### src/rtl/log_compress.sv
`default_nettype none
// ============================================================================
// Module   : log_compress
// Purpose  : Three-stage pipelined log2 compressor for unsigned linear
//            magnitudes. It produces a fixed-point log code of the form
//            e.f, where e is the leading-one index and f holds the bits
//            just below the leading one (Mitchell approximation). A
//            dynamic-range floor is then subtracted, clamping at zero.
//              S1 : capture the sample (a zero sample becomes 1)
//              S2 : leading-one detect, fraction extract, optional correction
//              S3 : floor subtract / clamp into the output register
//            All stages shift together on advance = !out_valid || out_ready.
//            Empty slots travel through the pipe as bubbles.
// Ports    : clk        in   clock, rising edge
//            reset_n    in   asynchronous active-low reset
//            in_valid   in   upstream sample valid
//            in_ready   out  sample accepted this cycle (equals advance)
//            data_in    in   DATA_WIDTH unsigned magnitude
//            out_valid  out  data_out valid
//            out_ready  in   downstream accepts data_out
//            data_out   out  OUT_WIDTH compressed log code
// Config   : define LOGC_MITCHELL_CORR_EN to add the 2-bit Mitchell
//            correction term, which saturates at the all-ones code.
// Revision : 1.0  initial release
// ============================================================================
module log_compress #(
  parameter int DATA_WIDTH = 16,
  parameter int FRAC_BITS  = 4,
  parameter int OUT_WIDTH  = 8,   // must be $clog2(DATA_WIDTH) + FRAC_BITS
  parameter int FLOOR      = 0
) (
  input  logic                  clk,
  input  logic                  reset_n,
  input  logic                  in_valid,
  output logic                  in_ready,
  input  logic [DATA_WIDTH-1:0] data_in,
  output logic                  out_valid,
  input  logic                  out_ready,
  output logic [OUT_WIDTH-1:0]  data_out
);

  localparam int                 E_W       = $clog2(DATA_WIDTH);
  localparam logic [OUT_WIDTH:0] FLOOR_EXT = (OUT_WIDTH+1)'(FLOOR);

  logic                  advance;

  logic                  s1_valid_q, s1_valid_d;
  logic [DATA_WIDTH-1:0] s1_data_q,  s1_data_d;
  logic                  s2_valid_q, s2_valid_d;
  logic [OUT_WIDTH-1:0]  s2_log_q,   s2_log_d;
  logic                  out_valid_q, out_valid_d;
  logic [OUT_WIDTH-1:0]  data_out_q,  data_out_d;

  logic [E_W-1:0]        lead_idx;
  logic [FRAC_BITS-1:0]  frac;
  logic [OUT_WIDTH-1:0]  log_raw;
  logic [OUT_WIDTH-1:0]  log_s2;
  logic [OUT_WIDTH:0]    floor_diff;
  logic [OUT_WIDTH-1:0]  floored;

  // The whole pipe moves as one. A stalled output freezes every stage.
  assign advance   = !out_valid_q || out_ready;
  assign in_ready  = advance;
  assign out_valid = out_valid_q;
  assign data_out  = data_out_q;

  // Leading-one detect: the highest set bit wins because it is scanned last.
  always_comb begin
    lead_idx = '0;
    for (int i = 0; i < DATA_WIDTH; i++) begin
      if (s1_data_q[i]) lead_idx = E_W'(i);
    end
  end

  // FRAC_BITS zeros are appended below the sample. Shifting right by the
  // leading-one index leaves the bits under the MSB in the low positions.
  // Short samples are zero-padded on the right automatically.
  always_comb begin
    frac = FRAC_BITS'({s1_data_q, {FRAC_BITS{1'b0}}} >> lead_idx);
  end

  assign log_raw = {lead_idx, frac};

`ifdef LOGC_MITCHELL_CORR_EN
  // The correction is +1 when the top two fraction bits are 01 or 10.
  // Otherwise it is 0.
  logic [1:0]         corr_sel;
  logic               corr_bit;
  logic [OUT_WIDTH:0] corr_sum;

  always_comb begin
    corr_sel = frac[FRAC_BITS-1 -: 2];
    corr_bit = corr_sel[1] ^ corr_sel[0];
    corr_sum = {1'b0, log_raw} + {{OUT_WIDTH{1'b0}}, corr_bit};
    log_s2   = corr_sum[OUT_WIDTH] ? {OUT_WIDTH{1'b1}} : corr_sum[OUT_WIDTH-1:0];
  end
`else
  assign log_s2 = log_raw;
`endif

  // The subtraction is one bit wider. A set borrow bit means the result
  // went below the floor, so the output clamps to zero.
  always_comb begin
    floor_diff = {1'b0, s2_log_q} - FLOOR_EXT;
    floored    = floor_diff[OUT_WIDTH] ? '0 : floor_diff[OUT_WIDTH-1:0];
  end

  // Data registers load only behind a valid slot. A bubble moves its valid
  // bit but leaves the stale payload untouched.
  always_comb begin
    s1_valid_d  = s1_valid_q;
    s1_data_d   = s1_data_q;
    s2_valid_d  = s2_valid_q;
    s2_log_d    = s2_log_q;
    out_valid_d = out_valid_q;
    data_out_d  = data_out_q;
    if (advance) begin
      s1_valid_d  = in_valid;
      s2_valid_d  = s1_valid_q;
      out_valid_d = s2_valid_q;
      if (in_valid) begin
        s1_data_d = (data_in == '0) ? {{(DATA_WIDTH-1){1'b0}}, 1'b1} : data_in;
      end
      if (s1_valid_q) s2_log_d   = log_s2;
      if (s2_valid_q) data_out_d = floored;
    end
  end

  always_ff @(posedge clk or negedge reset_n) begin
    if (!reset_n) begin
      s1_valid_q  <= 1'b0;
      s1_data_q   <= '0;
      s2_valid_q  <= 1'b0;
      s2_log_q    <= '0;
      out_valid_q <= 1'b0;
      data_out_q  <= '0;
    end else begin
      s1_valid_q  <= s1_valid_d;
      s1_data_q   <= s1_data_d;
      s2_valid_q  <= s2_valid_d;
      s2_log_q    <= s2_log_d;
      out_valid_q <= out_valid_d;
      data_out_q  <= data_out_d;
    end
  end

endmodule
`default_nettype wire

### config.mk
export PLATFORM = sky130hd
export DESIGN_NAME = log_compress
export DESIGN_NICKNAME = d
export VERILOG_FILES = /design/src/rtl/log_compress.sv
export SDC_FILE = /design/constraint.sdc
export NUM_CORES = 1
export LEC_CHECK = 0
export ABC_AREA = 1
export BUFFER_PORTS_ARGS = -buffer_cell sky130_fd_sc_hd__buf_4
export CORE_MARGIN = 10
export CORE_UTILIZATION = 45
export DETAILED_ROUTE_END_ITERATION = 7
export GPL_TIMING_DRIVEN = 0
export HOLD_SLACK_MARGIN = 0.05
export PLACE_DENSITY = 0.76
export SETUP_SLACK_MARGIN = 0.05
export SLEW_MARGIN = 40
export SYNTH_ARGS = -nofsm -noshare
export SYNTH_HDL_FRONTEND = slang
export SYNTH_SLANG_ARGS = --single-unit
### constraint.sdc
create_clock -name clk -period 2.38 [get_ports clk]
set_clock_uncertainty 0.15 [all_clocks]
set_input_delay 0.357 -clock clk [delete_from_list [all_inputs] [get_ports clk]]
set_output_delay 0.357 -clock clk [all_outputs]
set_load 0.03 [all_outputs]
# Yosys cells after proc, flatten, opt, wreduce, memory -nomap -nowiden
# Index checks and enable logic that the tools add are counted.
[word_totals]
reg_bits = 35
latchBits = 0
ramBits = 0
rom_bits = 0
in_bits = 20
out_inout_bits = 10
mem_count = 0
[classes]
n_addsub = 0
n_mul = 0
n_div = 0
order_cmp = 0
eq_ne = 0
shifts = 1
muxes = 16
n_bitwise = 0
reduce_logical = 6
[ops]
columns = ["cell", "n"]
rows = [
  ["4-bit 2-to-1 mux", 13],
  ["20-bit by 4-bit right shift with 4-bit output", 1],
  ["16-bit logical NOT", 1],
  ["16-bit 2-to-1 mux", 1],
  ["2-bit AND reduction", 3],
  ["2-bit 2-to-1 mux", 1],
  ["1-bit logical NOT", 1],
  ["1-bit logical OR", 1],
  ["1-bit 2-to-1 mux", 1],
]

# Logic depth before layout (Yosys ltp)
[logic_depth]
word_depth = 16
depth_mapped = 22
depth_no_buf = 22

# Worst setup path after synthesis
# No wires, ideal clock.
[synth_timing]
kind = "flip-flop to output port"
from = "register out_valid_q (netlist: out_valid)"
to = "output in_ready"
arrival_time_ns = 1.387
required_time_ns = 1.873
setup_slack_ns = 0.486
stages_incl_launch_ff = 6
path_buffers = 2
cell_sequence = "dfrtp_1 inv_1 nor2_1 inv_1 clkbuf_1 clkbuf_1"
[synth_between]
elab_chain_cells = 2
[synth_rtl]
columns = ["item", "line", "source"]
rows = [
  ["start, declared", "51", "logic out_valid_q, out_valid_d;"],
  ["start signal, assigned", "142", "out_valid_q <= out_valid_d;"],
  ["1-bit logical NOT", "62", "assign advance = !out_valid_q || out_ready;"],
  ["1-bit logical OR", "62", ""],
  ["end, declared", "35", "output logic in_ready,"],
]
# Every way passes these cells.

# Worst setup path in the final report
# Ends and elaborated chain as after synthesis.

==> summary.md <==
| Metric | Value |
|---|---|
| Mapped Cells | `271` |
| Wirelength, routed | `4.460 mm` |
| Power Dens Cells | `1103 nW/um^2` |
| CTS clk-pin slew, worst paths | `60 ps` |
| Port Buffers | `28` |
| Vias in the first global route | `1,778` |
| Worst skew pair latency | `290 ps` |
| Worst R2R Path Depth | `12` |
| Post-Syn Nets | `291` |
| DRC violations left | `0` |
| Synth warn | `0` |
| # IOs | `30` |
| DR pass1 iterations | `4` |
| Worst-path cell chain | `inv_1 > nor2_1 > inv_1 > clkbuf_1 > clkbuf_2 > buf_4` |
| Internal Power | `1.494 mW` |
| Area Growth Syn to Fin | `17.98%` |
| Final Hold Viols | `0` |
| Register bit count reported by yosys | `35` |
| R2R Path Start | `s1_data_q[2]$_DFFE_PN0P_` |
| Cells after DPL | `351` |
| Die Y | `86.85 um` |
| Fraction of layout cells with a size suffix above 1 | `17.65%` |
| Maximum vdd drop | `508.0 uV` |
| Antenna cell count | `0` |
| Outcome | `completed` |
| Crit path arrival time | `1670 ps` |
| CTS max path bufs | `2` |
| Top cell by count, worst path | `inv_1` |
| Leak Pwr | `1.253 nW` |
| Total track usage | `12.68%` |
| Worst stage delay on the critical path | `380 ps` |
| Clock power share | `14.8%` |
| Die width | `86.85 um` |
| Post-CTS setup repair buffer count | `0` |
| Fmax | `0.4595 GHz` |
| Critical path required time | `1870 ps` |
| Fin Hold WS | `149.9 ps` |
| Initial antenna violation count | `0` |
| Rows | `24` |
| CP endpoint kind | `output port` |
| Core area | `4354 um^2` |
| Unrepaired setup endpoints after global routing | `no` |
| Drt via density | `5.137` |
| Comb pwr share | `49.5%` |
| Critical path endpoint | `in_ready` |
| Post-layout net count | `327` |
| CP Class | `reg2out` |
| Total number of vias | `1,839` |
| Pin slew with the least headroom to its limit | `658.4 ps` |
| Sequential fraction of the synthesis area | `43.56%` |
| Max-cap check violation count | `0` |
| Post-layout min period | `2177 ps` |
| Sinks on Clock Net | `35` |
| Initial Utilization | `46.18%` |
| Sw Share | `42.93%` |
| Slew headroom | `55.81%` |
| First-pass GRT wire length | `7.921 mm` |
| Hold Crit Class | `in2reg` |
| CP startpoint | `out_valid$_DFFE_PN0N_` |
| Non-Filler Instances | `358` |
| Die footprint | `7542 um^2` |
| Max-slew violations | `0` |
| Drt initial violations | `103` |
| CTS Buf Count | `5` |
| Post-Place Setup Slack | `298.0 ps` |
| Distinct cells, synth | `26` |
| CP max FO | `10` |
| Dpl hpwl | `3.528 mm` |
| Setup_tns | `0 ps` |
| Fill count | `431` |
| # H-tree levels | `2` |
| Post-route clock period utilization | `91.45%` |
| P_sw | `1.124 mW` |
| Fin util | `54.48%` |
| Reg-to-reg slack, setup | `250 ps` |
| Final setup vio count | `0` |
| Area occupied by registers | `875.8 um^2` |
| Area of the multi-input gates | `977.2 um^2` |
| Setup ws final | `203.5 ps` |
| Critical Path Slowest Stage Cell | `dfrtp_1` |
| Root Buffer | `clkbuf_8` |
| CTS tree | `built` |
| R2r endpoint | `s2_log_q[2]$_DFFE_PN0P_` |
| Mapped Avg Cell Area | `7.419 um^2` |
| Part of the power in registers | `35.6%` |
| Congestion Overflow GR | `0` |
| Critical Path Source Type | `register` |
| Largest net degree at the start of global routing | `36` |
| Syn Std Cell Area | `2011 um^2` |
| Gpl congestion | `0.8649` |
| Routed Antenna Nets | `0` |
| DR WL/cell | `12.46 um` |
## state kept, by name, summed over array words and instances (netlist names)
signal / flops
data_out: 8
s1_data_q: 16
s1_valid_q: 1
out_valid: 1
s2_log_q: 8
s2_valid_q: 1
## cells in the mapped netlist
library cell,number,area [um^2]
buf_12,1,20.02
mux2_2,6,67.56
o21ai_0,9,45.04
nand3_1,57,285.3
nand2_2,5,31.28
a21oi_1,3,15.01
buf_6,1,11.26
o211ai_1,2,15.01
nor2_2,1,6.260
nor4_1,5,31.28
a31oi_1,1,6.260
nand2_4,1,11.26
nand4_1,1,6.260
dfrtp_1,35,875.8
nor3_1,1,5.000
nand2_8,1,20.02
o21ai_1,4,20.02
buf_2,1,5.000
a21boi_1,1,7.510
nand3_2,2,20.02
inv_1,26,97.59
clkbuf_1,7,26.28
a22oi_1,1,7.510
nand2_1,87,326.6
nor2_1,11,41.29
or2_1,1,6.260
## cells in the final DEF (no fill, tap or decap), types with 2 or more instances in the layout
cell type  instances
nand2_1           87
nand3_1           57
dfrtp_1           35
buf_4             28
inv_1             26
nor2_1            10
o21ai_0            9
clkbuf_1           7
mux2_2             6
nor4_1             5
nand2_2            5
clkbuf_8           5
o21ai_1            4
a21oi_1            3
nor2_2             2
o211ai_1           2
nand3_2            2
## area by class of cell
type | count | share of cell area, %
well taps | 52 | 2.743
multi-input cells | 200 | 41.19
plain buffers | 10 | 2.690
clock buffers | 6 | 3.059
inverters | 26 | 4.114
repair buffers | 29 | 9.283
flip-flops and latches | 35 | 36.92
## power groups by stage
| stage | Sequential (mW) | Combinational [mW] | Clock [mW] |
|---|---|---|---|
| after floorplan | 1.06 | 0.822 | 0 |
| after global placement | 0.936 | 1.28 | 0 |
| after detailed placement | 0.943 | 1.29 | 0 |
| after CTS | 0.933 | 1.30 | 0.402 |
| after global routing | 0.955 | 1.45 | 0.425 |
| final | 0.933 | 1.30 | 0.389 |
## worst min path at each step
stage,from,endpoint,cells past startpoint
after floorplan,reset_n,data_out[0]$_DFFE_PN0P_,0
after global placement,reset_n,s1_data_q[0]$_DFFE_PN0P_,1
after detailed placement,reset_n,s1_data_q[5]$_DFFE_PN0P_,1
after CTS,data_in[11],s1_data_q[11]$_DFFE_PN0P_,3
after global routing,data_in[9],s1_data_q[9]$_DFFE_PN0P_,3
final,data_in[14],s1_data_q[14]$_DFFE_PN0P_,3
## cell families (layout without fill, tap and decap cells)
kind of cell | after synthesis | in the layout | share of synthesized area (%)
AOI/OAI and AO/OA | 21 | 21 | 5.787
muxes | 6 | 6 | 3.360
and+or+nand+nor | 173 | 173 | 39.33
buffers and inverters | 36 | 71 | 7.965
DFF | 35 | 35 | 43.56
## through the flow
| stage | total power [mW] | cell area, um^2 |
|---|---|---|
| 3_5_place_dp | 2.237 | 2286 |
| 5_1_grt | 2.834 | 2372 |
| 2_1_floorplan | 1.881 | 2011 |
| 6_report | 2.618 | 2372 |
| 4_1_cts | 2.635 | 2369 |
| 3_3_place_gp | 2.211 | 2286 |
## critical path, delay by kind of cell (launching register included)
kind                   cells  cell delay [ps]
flip-flops                 1              380
buffers and inverters      5              970
AND/OR/NAND/NOR            1               40
## routing by layer
layer / share of wire (%) / track usage [%]
met1: 48 / 16.30
met4: 1.6 / 3.976
met2: 44 / 19.32
met5: 0 / 0
met3: 6.3 / 4.503
## what timing repair did
action	in CTS	in global routing
resized for setup	0	3
setup endpoints to repair	0	5
hold buffers	1	0
hold endpoints to repair	35	0
No activity file was read; power rests on OpenSTA's default activity.
